--- src/rtl/mode_display_hub.sv ---
// Board mode hub: GPIO sync/debounce/press-detect, N-mode cycling, HEX mux and latched alarm.
// Optional alarm blink on oHEX is enabled by defining MODE_DISP_BLINK_EN.
module mode_display_hub #(
  parameter int unsigned NUM_MODES  = 3,
  parameter int unsigned GPIO_W     = 4,
  parameter int unsigned DEB_CYCLES = 500000,
  parameter int unsigned ALARM_W    = 2,
  parameter int unsigned BLINK_DIV  = 25000000
) (
  input  logic                    iCLK,
  input  logic                    iRSTn,
  input  logic [GPIO_W-1:0]       iGPIO,
  input  logic [NUM_MODES*42-1:0] iHEX_BUS,
  input  logic [ALARM_W-1:0]      iALARM,
  output logic [GPIO_W-2:0]       oKEY,
  output logic [GPIO_W-2:0]       oKEY_PULSE,
  output logic [2:0]              oMODE,
  output logic [NUM_MODES-1:0]    oEN,
  output logic [41:0]             oHEX,
  output logic                    oALARM,
  output logic [ALARM_W-1:0]      oALARM_SRC
);

  localparam int unsigned CntW = $clog2(DEB_CYCLES) + 1;
  localparam logic [CntW-1:0] CntMax = CntW'(DEB_CYCLES - 1);

  if (NUM_MODES < 2 || NUM_MODES > 8 || GPIO_W < 2 || DEB_CYCLES < 1 || BLINK_DIV < 1)
  begin : g_param_check
    $error("mode_display_hub: illegal parameter value");
  end

  logic [GPIO_W-1:0]           r_sync1, r_sync2, r_stable, r_stable_prev;
  logic [GPIO_W-1:0][CntW-1:0] r_cnt;
  logic [GPIO_W-2:0]           r_key_pulse;
  logic [2:0]                  r_mode;
  logic [41:0]                 r_hex;
  logic                        r_alarm;
  logic [ALARM_W-1:0]          r_alarm_src;

  logic [GPIO_W-1:0] w_fall;
  logic              w_mode_press;
  logic              w_clr;
  logic [2:0]        w_mode_next;
  logic [41:0]       w_hex;

  // Stable levels idle high, so reset release can never look like a press.
  always_ff @(posedge iCLK or negedge iRSTn) begin
    if (!iRSTn) begin
      r_sync1       <= '1;
      r_sync2       <= '1;
      r_stable      <= '1;
      r_stable_prev <= '1;
      r_cnt         <= '0;
    end else begin
      r_sync1       <= iGPIO;
      r_sync2       <= r_sync1;
      r_stable_prev <= r_stable;
      for (int b = 0; b < GPIO_W; b++) begin
        if (r_sync2[b] == r_stable[b]) begin
          r_cnt[b] <= '0;
        end else if (r_cnt[b] == CntMax) begin
          r_stable[b] <= ~r_stable[b];
          r_cnt[b]    <= '0;
        end else begin
          r_cnt[b] <= r_cnt[b] + 1'b1;
        end
      end
    end
  end

  always_comb begin
    w_fall       = r_stable_prev & ~r_stable;
    w_mode_press = w_fall[GPIO_W-1];
    w_clr        = |r_key_pulse;
    w_mode_next  = r_mode;
    if (w_mode_press) begin
      w_mode_next = (r_mode == 3'(NUM_MODES - 1)) ? 3'd0 : r_mode + 3'd1;
    end
  end

  always_comb begin
    w_hex = {6{7'b1000111}};
    for (int m = 0; m < NUM_MODES; m++) begin
      if (r_mode == 3'(m)) w_hex = iHEX_BUS[m*42 +: 42];
    end
  end

  // Key pulses are suppressed whenever the mode changes so they never reach the wrong module.
  always_ff @(posedge iCLK or negedge iRSTn) begin
    if (!iRSTn) begin
      r_key_pulse <= '0;
      r_mode      <= 3'd0;
      r_hex       <= '1;
      r_alarm     <= 1'b0;
      r_alarm_src <= '0;
    end else begin
      r_key_pulse <= w_mode_press ? '0 : w_fall[GPIO_W-2:0];
      r_mode      <= w_mode_next;
      r_hex       <= w_hex;
      if (|iALARM) begin
        r_alarm     <= 1'b1;
        r_alarm_src <= (w_clr ? '0 : r_alarm_src) | iALARM;
      end else if (w_clr) begin
        r_alarm     <= 1'b0;
        r_alarm_src <= '0;
      end
    end
  end

  always_comb begin
    oEN = '0;
    for (int m = 0; m < NUM_MODES; m++) begin
      oEN[m] = (r_mode == 3'(m));
    end
  end

  assign oKEY       = ~r_stable[GPIO_W-2:0];
  assign oKEY_PULSE = r_key_pulse;
  assign oMODE      = r_mode;
  assign oALARM     = r_alarm;
  assign oALARM_SRC = r_alarm_src;

`ifdef MODE_DISP_BLINK_EN
  localparam int unsigned BlinkW = $clog2(BLINK_DIV) + 1;
  localparam logic [BlinkW-1:0] BlinkMax = BlinkW'(BLINK_DIV - 1);

  logic [BlinkW-1:0] r_blink_cnt;
  logic              r_blink_on;

  always_ff @(posedge iCLK or negedge iRSTn) begin
    if (!iRSTn) begin
      r_blink_cnt <= '0;
      r_blink_on  <= 1'b1;
    end else if (!r_alarm) begin
      r_blink_cnt <= '0;
      r_blink_on  <= 1'b1;
    end else if (r_blink_cnt == BlinkMax) begin
      r_blink_cnt <= '0;
      r_blink_on  <= ~r_blink_on;
    end else begin
      r_blink_cnt <= r_blink_cnt + 1'b1;
    end
  end

  assign oHEX = (r_alarm && !r_blink_on) ? '1 : r_hex;
`else
  assign oHEX = r_hex;
`endif

endmodule
--- config.mk ---
export PLATFORM = sky130hd
export DESIGN_NAME = mode_display_hub
export DESIGN_NICKNAME = d
export VERILOG_FILES = /design/src/rtl/mode_display_hub.sv
export SDC_FILE = /design/constraint.sdc
export NUM_CORES = 1
export LEC_CHECK = 0
export CAP_MARGIN = 40
export CORE_MARGIN = 1
export CORE_UTILIZATION = 64
export DETAILED_ROUTE_END_ITERATION = 6
export DONT_BUFFER_PORTS = 1
export MAX_ROUTING_LAYER = met4
export PLACE_DENSITY = 0.77
export SLEW_MARGIN = 20
export SYNTH_ARGS = -nofsm -noshare
export SYNTH_HDL_FRONTEND = slang
export SYNTH_SLANG_ARGS = --single-unit
--- constraint.sdc ---
create_clock -name iCLK -period 2.87 [get_ports iCLK]
set_clock_uncertainty 0.2 [all_clocks]
set_input_delay 0.4305 -clock iCLK [delete_from_list [all_inputs] [get_ports iCLK]]
set_output_delay 0.4305 -clock iCLK [all_outputs]
set_load 0.05 [all_outputs]
==> results.tsv <==
stage	metric	value	unit
synthesis	Mapped Area	7060	um2
setup_path	critical path's largest stage delay	0.60	ns
setup_path	CP Max Fanout	19	
cts	number of setup buffers added after CTS	0	
setup_path	Worst EP required	2.24	ns
setup_path	CP startpoint	oMODE[0]$_DFFE_PN0P_	
synthesis	Synth cell types	50	
global_routing	global routing usage on met3	7.84	%
cts	# clock sinks	147	
drt	vias per inst	6.24	
final_layout	Util after Layout	82.2	%
global_routing	initial antenna violation count	1	
final_layout	post-route cell area	8630	um2
timing	worst hold margin	-0.601	ns
setup_path	Worst setup SP type	flip-flop	
setup_path	CP Class	flip-flop to output pin	
status	status	finished, violations left	
drt	DRC	0	
cts	CTS tree	built	
synthesis	share of the synthesized area in the top cell type	31.6	%
global_routing	first-pass GRT wire length	29.2	mm
pwr	Pwr Density	558	nW/um2
setup_path	Worst R2R Start	oMODE[1]$_DFFE_PN0P_	
cts	CTS buffer count	17	
floorplan	Die Span Y	107	um
global_routing	GR Util met1	41.1	%
synthesis	EDFF count, synth	0	
final_layout	# nets final	912	
synthesis	Seq/Total Area, Yosys	53.1	%
cts	maximum root-to-sink buffer count	2	
floorplan	die width	107	um
drt	final wirelength	18.0	mm
timing	Tightest Pin Transition	0.870	ns
setup_path	crit path to	oEN[1]	
timing	Max Clk Rate	371	MHz
final_layout	share of cells above drive strength 1	18.0	%
floorplan	Core Box Area	10500	um2
synthesis	synthesized instance count	689	
worst_hold_path	hold crit path type	input pin to async pin	
synthesis	synth warn	0	
setup_path	critical path cell sequence	buf_4, nor3b_2, buf_4	
run	MaxCap Viol Count	0	
timing	max_slew headroom	41.5	%
timing	RSZ-0062 raised after global routing	false	
timing	Final Hold Viols	147	
setup_path	CP max stage cell	dfrtp_2	
timing	Period Utilization, post-route	93.9	%
cts	CTS H-tree depth	4	
setup_path	worst reg-to-reg setup slack	0.36	ns
cts	post_cts resized	0	
cts	Clock Latency Late Sink	0.53	ns
drt	post-route ant nets	0	
setup_path	Worst R2R End	oHEX[26]$_DFF_PN1_	
setup_path	Crit. End Element	output pin	
pwr	Worst VDD drop	0.000451	V
placed_design	Place WS	0.633	ns
timing	setup TNS	0	ns
synthesis	Yosys top cell by area	dfrtp_1	
synthesis	most frequent cell after synthesis	nor2_1	
timing	Setup WS post-layout	0.176	ns
final_layout	antenna cells	0	
floorplan	Initial Utilization	67.2	%
drt	vias post-DR	5760	
global_routing	GR Overflow Total	0	
floorplan	Die ar.	11500	um2
placed_design	Placement Cell Area	7210	um2
timing	max-slew violation count	0	
global_routing	largest net degree at the start of global routing	148	
synthesis	most frequent cells after synthesis	116 x nor2_1, 89 x dfrtp_1, 58 x dfstp_2	
setup_path	r2r worst-path depth	5	
global_routing	met2 usage in global routing	54.5	%
drt	DRT iter0 DRCs	359	
drt	First-pass DRT Iterations	6	
drt	DR WL/cell	19.5	um
cts	CTS Hold Bufs	82	
setup_path	Crit path top cell by count	buf_4	
global_routing	number of global-route vias before repair	6020	
status	failing checks	hold timing	
cts	clk slew on worst S/H paths	0.06	ns
timing	# setup viols final	0	
synthesis	ys async rst share	100	%
floorplan	I/O Pins	191	
global_routing	layer carrying the most global-route usage	met2	
synthesis	Top FF cell, synth	dfrtp_1	
placed_design	gpl congestion	0.900	
cts	Root Buffer	clkbuf_8	
placed_design	I/O Buffers	0	
synthesis	count of state elements after synthesis	147	
placed_design	hpwl dp	10.2	mm
floorplan	Row Count	37	
final_layout	area grow syn2layout	22.3	%
synthesis	Synthesized Nets	827	
synthesis	syn avg cell area	10.2	um2
synthesis	synth top area cells	dfrtp_1 32%, dfstp_2 22%, nor2_1 6.2%	
setup_path	WP data arrival	2.06	ns
timing	Final min period	2.69	ns
pwr	Lkg Pwr	3.40	nW
global_routing	GRT Total Usage	34.5	%
[where the power goes]
| part | leakage (nW) | internal (mW) | switching [mW] | total [mW] |
|---|---|---|---|---|
| clock | 0.280 | 1.41 | 0.880 | 2.29 |
| combinational | 1.29 | 0.132 | 0.0928 | 0.224 |
| sequential | 1.82 | 2.16 | 0.148 | 2.31 |
| total | 3.40 | 3.70 | 1.12 | 4.82 |
[layout make-up]
type | instances | area, um2
inverters | 19 | 71.3
clock inverters | 13 | 185
repair buffers | 96 | 926
clock buffers | 19 | 422
multi-input cells | 493 | 3110
fillers | 540 | 1870
flip-flops and latches | 147 | 3750
well taps | 136 | 170
[through the flow]
step / instances / power (mW)
final: 923 / 4.82
after global routing: 923 / 4.96
after CTS: 923 / 4.81
after detailed placement: 809 / 2.46
after global placement: 807 / 2.45
after floorplan: 689 / 2.43
[flip-flops by register name, indices dropped and copies added (netlist names)]
name,count
oKEY_PULSE,3
r_stable,4
r_sync2,4
r_sync1,4
oALARM,1
oHEX,42
r_cnt,80
oMODE,3
oALARM_SRC,2
r_stable_prev,4
[metal layers]
layer  vias to the layer above  wire length, um
met3                        70             1130
met1                      2825             7210
met4                         0              697
met5                         -                0
met2                       266             8960
li1                       2599                -
[how the worst min path moves through the flow]
stage / end / slack (ns) / cells past startpoint
2_1_floorplan: oALARM$_DFFE_PN0P_ / -0.07 / 0
3_3_place_gp: r_cnt[28]$_DFF_PN0_ / -0.06 / 0
3_5_place_dp: r_cnt[30]$_DFF_PN0_ / -0.06 / 0
4_1_cts: r_cnt[15]$_DFF_PN0_ / -0.62 / 0
5_1_grt: r_cnt[29]$_DFF_PN0_ / -0.62 / 0
6_report: r_cnt[30]$_DFF_PN0_ / -0.60 / 0
[cells by family after synthesis]
| kind of cell | synth area share, % |
|---|---|
| AO/OA/AOI/OAI | 6.54 |
| XOR/XNOR | 8.07 |
| adder cells (fa/ha/maj) | 0.709 |
| buffers and inverters | 2.91 |
| flip-flops | 53.1 |
| multiplexers | 7.45 |
| AND/OR/NAND/NOR | 21.2 |
[placed cells by master (no fill, tap or decap), drive strengths merged, types with 14 or more instances in the layout]
master	instances
xnor2	45
nor4	24
o22ai	24
a21oi	31
dfrtp	89
nor3	14
mux2i	21
dfstp	58
mux2	28
xor2	20
dlygate4sd3	82
buf	14
inv	20
nand3	29
nand4	27
nor2	116
nand2	49
clkbuf	19
[critical path, delay by kind of cell (launching register included)]
kind | cells | cell delay [ns]
flops | 1 | 0.60
buf+inv | 2 | 0.64
simple gates | 1 | 0.28
(Power assumes the default switching activity.)
